==> src/rtl/sa_result_serializer.sv <==
// Drain stage between the output FIFO array and the column UART: buffers 32-bit results
// in a word FIFO and issues them LSB byte first, one byte per transmitter completion.
//
// state | meaning
// IDLE  | waiting for a buffered word; pops the head when one is present
// SEND  | single cycle with o_tx_dv high for the current byte
// WAIT  | holding until the transmitter reports i_tx_done for that byte
module sa_result_serializer #(
    parameter int W_WORD = 32,
    parameter int W_BYTE = 8,
    parameter int W_ADDR = 4
) (
    input  logic              i_clk,
    input  logic              i_rst,
    input  logic              i_word_dv,
    input  logic [W_WORD-1:0] i_word,
    output logic              o_full,
    output logic              o_empty,
    input  logic              i_tx_done,
    output logic              o_tx_dv,
    output logic [W_BYTE-1:0] o_tx_byte,
    output logic              o_busy,
    output logic              o_overflow,
    output logic [15:0]       o_words_sent
);

    localparam int              FIFO_DEPTH = 1 << W_ADDR;
    localparam int              N_BYTES    = W_WORD / W_BYTE;
    localparam logic [W_ADDR:0] DEPTH_CNT  = (W_ADDR + 1)'(FIFO_DEPTH);
    localparam logic [1:0]      LAST_IDX   = 2'(N_BYTES - 1);

    typedef enum logic [1:0] {
        IDLE,
        SEND,
        WAIT
    } state_t;

    state_t state_q, state_d;

    logic [W_WORD-1:0] mem_q [FIFO_DEPTH];
    logic [W_ADDR-1:0] wr_ptr_q, wr_ptr_d;
    logic [W_ADDR-1:0] rd_ptr_q, rd_ptr_d;
    logic [W_ADDR:0]   count_q, count_d;
    logic              overflow_q, overflow_d;

    logic [W_WORD-1:0] shift_q, shift_d;
    logic [1:0]        idx_q, idx_d;
    logic              tx_dv_q, tx_dv_d;
    logic [W_BYTE-1:0] tx_byte_q, tx_byte_d;
    logic              busy_q, busy_d;
    logic [15:0]       words_sent_q, words_sent_d;

    logic              full;
    logic              empty;
    logic              wr_en;
    logic              pop;
    logic [W_WORD-1:0] head_word;

    assign full      = (count_q == DEPTH_CNT);
    assign empty     = (count_q == '0);
    // Full is judged on the registered count, so a pop in the same cycle cannot rescue a write.
    assign wr_en     = i_word_dv & ~full;
    assign head_word = mem_q[rd_ptr_q];

    always_comb begin
        wr_ptr_d   = wr_ptr_q;
        rd_ptr_d   = rd_ptr_q;
        count_d    = count_q;
        overflow_d = overflow_q | (i_word_dv & full);
        if (wr_en) begin
            wr_ptr_d = wr_ptr_q + 1'b1;
        end
        if (pop) begin
            rd_ptr_d = rd_ptr_q + 1'b1;
        end
        case ({wr_en, pop})
            2'b10:   count_d = count_q + 1'b1;
            2'b01:   count_d = count_q - 1'b1;
            default: count_d = count_q;
        endcase
    end

    always_comb begin
        state_d      = state_q;
        shift_d      = shift_q;
        idx_d        = idx_q;
        tx_dv_d      = 1'b0;
        tx_byte_d    = tx_byte_q;
        words_sent_d = words_sent_q;
        pop          = 1'b0;
        case (state_q)
            IDLE: begin
                if (!empty) begin
                    pop       = 1'b1;
                    shift_d   = head_word;
                    idx_d     = '0;
                    tx_dv_d   = 1'b1;
                    tx_byte_d = head_word[W_BYTE-1:0];
                    state_d   = SEND;
                end
            end
            SEND: begin
                state_d = WAIT;
            end
            WAIT: begin
                if (i_tx_done) begin
                    if (idx_q != LAST_IDX) begin
                        shift_d   = shift_q >> W_BYTE;
                        idx_d     = idx_q + 2'd1;
                        tx_dv_d   = 1'b1;
                        tx_byte_d = shift_q[2*W_BYTE-1:W_BYTE];
                        state_d   = SEND;
                    end else begin
                        words_sent_d = words_sent_q + 16'd1;
                        state_d      = IDLE;
                    end
                end
            end
            default: begin
                state_d = IDLE;
            end
        endcase
        // Outputs are registered, so they are derived from where the FSM is heading.
        busy_d = (state_d != IDLE);
    end

    always_ff @(posedge i_clk) begin
        if (wr_en) begin
            mem_q[wr_ptr_q] <= i_word;
        end
    end

    always_ff @(posedge i_clk or posedge i_rst) begin
        if (i_rst) begin
            state_q      <= IDLE;
            wr_ptr_q     <= '0;
            rd_ptr_q     <= '0;
            count_q      <= '0;
            overflow_q   <= 1'b0;
            shift_q      <= '0;
            idx_q        <= '0;
            tx_dv_q      <= 1'b0;
            tx_byte_q    <= '0;
            busy_q       <= 1'b0;
            words_sent_q <= '0;
        end else begin
            state_q      <= state_d;
            wr_ptr_q     <= wr_ptr_d;
            rd_ptr_q     <= rd_ptr_d;
            count_q      <= count_d;
            overflow_q   <= overflow_d;
            shift_q      <= shift_d;
            idx_q        <= idx_d;
            tx_dv_q      <= tx_dv_d;
            tx_byte_q    <= tx_byte_d;
            busy_q       <= busy_d;
            words_sent_q <= words_sent_d;
        end
    end

    assign o_full       = full;
    assign o_empty      = empty;
    assign o_tx_dv      = tx_dv_q;
    assign o_tx_byte    = tx_byte_q;
    assign o_busy       = busy_q;
    assign o_overflow   = overflow_q;
    assign o_words_sent = words_sent_q;

endmodule

==> config.mk <==
export PLATFORM = sky130hd
export DESIGN_NAME = sa_result_serializer
export DESIGN_NICKNAME = d
export VERILOG_FILES = /design/src/rtl/sa_result_serializer.sv
export SDC_FILE = /design/constraint.sdc
export NUM_CORES = 1
export LEC_CHECK = 0
export ABC_AREA = 1
export BUFFER_PORTS_ARGS = -buffer_cell sky130_fd_sc_hd__clkbuf_2
export CAP_MARGIN = 20
export CORE_MARGIN = 2
export CORE_UTILIZATION = 61
export CTS_CLUSTER_DIAMETER = 80
export DETAILED_ROUTE_END_ITERATION = 10
export HOLD_SLACK_MARGIN = 0.08
export PLACE_DENSITY = 0.78
export SLEW_MARGIN = 30
export SYNTH_ARGS = -nofsm -noshare
export SYNTH_HDL_FRONTEND = slang
export SYNTH_SLANG_ARGS = --single-unit
export TNS_END_PERCENT = 30
==> constraint.sdc <==
create_clock -name i_clk -period 4.21 [get_ports i_clk]
set_input_delay 0 -clock i_clk [delete_from_list [all_inputs] [get_ports i_clk]]
set_output_delay 0 -clock i_clk [all_outputs]
set_load 0.02 [all_outputs]
==> metrics.txt <==
final setup vio count 0; syn_nets 2,367; Final min period 2810 ps; Synth Cell Area 0.0246 mm^2; core area 0.0397 mm^2; post-synthesis sequential area ratio 0.694; Slowest cell on crit path nor2_4; mux contribution to synthesized area 0.000458; I/O Buffers 64; Crit path top cell by count nand2_1; share of cells above drive strength 1 0.0899; synthesized flop and latch total 580; fmax 0.356 GHz; TritonRoute pass-1 iters 6; Overall Global Routing Usage 0.295; Skew-Pair Late Insertion Delay 610 ps; P per Cell Area 683 mW/mm^2; CP required 4490 ps; Tcrit/Tclk final 0.667; dpl cells 2,822; synthesis warning total 0; CTS Buffer Depth 3; main combinational cell family by area after synthesis simple AND/OR/NAND/NOR gates; final hold violation count 0; Critical path buffers and inverters 2; pin count of the biggest net entering global routing 182; Worst Tran Pin Value 986 ps; Max Slew Vio Count 0; worst hold-check path type in -> reg; WS Path Type reg -> reg; CTS tree yes; DR vias/cell 5.74; initial DRC count 1,888; Critical Path Sink Type register; Setup Skew 17.1 ps; Worst path max stage delay 760 ps; DR DRC count 0; post-synthesis adder-cell area fraction 0.00559; antenna viol nets, final 0; initial antenna violation count 1; Worst path top cell family by delay simple AND/OR/NAND/NOR gates; n_diodes 0; Synth async-reset ratio 0.117; TritonCTS Sinks 580; number of synthesized flops with an enable pin 512; startpoint class of the critical path register; total grt overflow 0; boundary pin count 65; clock-pin slew on the worst setup and hold paths 60 ps; Max Cap Viol 0; Post-Layout Cell Count 2,962; final wirelength 60.3 mm; most frequent cells in the layout nand2_1, edfxtp_1, nand3_1; Critical Path Fanout Max 20; Die Ht 205 um; Leak 11.5 nW; CTS buffer count 56; Setup Buffers After CTS 0; Synth Area in XOR/XNOR 0.00926; vias in the first global route 16,843; H-tree depth 2; row count 73; syn avg cell area 10.6 um^2; peak supply drop 0.485 mV; NumNets Final 2,438; status completed; first-pass GRT wire length 93.6 mm; reg-to-reg slack, setup 1400 ps; Final GP Congestion 0.874; vias after detailed routing 16,996; RSZ-0062 raised after global routing no; HPWL Detailed 33.3 mm; post-synthesis compound-gate area fraction 0.0183; slew margin rel. 0.341; Worst EP arrival 3090 ps; die area 0.0420 mm^2; Cells after Synth 2,320; die width 205 um; Post-Synth Simple-Gate Area 0.209; commonest non-fill, non-tap cell in the layout nand2_1; worst-path cell chain nor2_1, nand4_1, nand2_1, inv_1, nand2_1, nor2_4, buf_4; setup_tns 0 ps; Root Buffer clkbuf_16; synth unique cells 30; main flop type after synthesis edfxtp_1; Layout area overhead 12.4%; WL/cell 20.3 um; Initial Utilization 0.619
==> power by group <==
part	internal [mW]	total (mW)	switching (mW)
Combinational	1.80	6.27	4.47
Clock	2.94	5.04	2.11
Sequential	7.05	7.59	0.539
==> kinds of logic after synthesis <==
group                    Yosys count
flip-flops                       580
AO/OA/AOI/OAI                     76
adder cells (fa/ha/maj)           11
XOR/XNOR                          26
multiplexers                       1
buffers and inverters            377
AND/OR/NAND/NOR                 1249
==> cell usage after synthesis (all sizes together) (9+ instances only) <==
cell | count | area (um^2)
nand2 | 756 | 2840
edfxtp | 512 | 15400
nand3 | 320 | 1600
inv | 251 | 942
nor2 | 158 | 603
buf | 104 | 534
dfrtp | 68 | 1700
o21ai | 47 | 235
o211ai | 25 | 188
clkbuf | 22 | 82.6
xor2 | 18 | 158
ha | 11 | 138
nand4 | 9 | 56.3
==> routing by layer <==
metal	wire length, um	global-route usage
met1	22900	0.389
met2	28900	0.480
met3	5680	0.0492
met4	2710	0.143
met5	11	0
==> stage by stage <==
step           area [um^2]  setup WS [ps]  hold slack (ps)  power (mW)   util
6_report             27700           1400              251        18.9  0.696
3_5_place_dp         25500           1470              125        13.8  0.641
5_1_grt              27700           1310              264        19.8  0.696
2_1_floorplan        24600           1490             98.9        11.9      -
4_1_cts              27700           1430              175        18.8  0.696
3_3_place_gp         25400           1600              245        13.6  0.640
==> sequential cells by signal, indices dropped and copies added, names as in the netlist <==
register      count
mem_q           512
shift_q          32
o_words_sent     16
count_q           5
rd_ptr_q          4
wr_ptr_q          4
idx_q             2
state_q           2
o_busy            1
o_overflow        1
o_tx_dv           1
==> worst paths after layout <==
check,cells after the start,end,from
worst max-delay path,7,mem_q[7][21],count_q[0]
worst min-delay path,3,o_overflow,i_word_dv
worst max register to register,7,mem_q[7][21],count_q[0]
worst min register to register,1,o_overflow,o_overflow
max in group asynchronous,5,shift_q[21],i_rst
min in group asynchronous,4,state_q[1],i_rst
==> cell type report <==
cell class                      instances  area, um^2
Fill cell                            2753       12100
Multi-Input combinational cell       1363        6090
Sequential cell                       580       17100
Clock inverter                         20         228
Timing Repair Buffer                  139        1040
Tap cell                              525         657
Clock buffer                           84        1610
Inverter                              251         955
==> what timing repair did <==
action                                  CTS  global route
gates resized for setup                   0             0
hold endpoints to repair                596             0
endpoints found under the setup margin    0             0
hold buffers                             36             0
==> worst min-delay path, cell delays in order <==
cell           delay [ps]
dlygate4sd3_1         550
clkbuf_2              150
a21o_1                120
No activity file was read; power rests on OpenSTA's default activity.
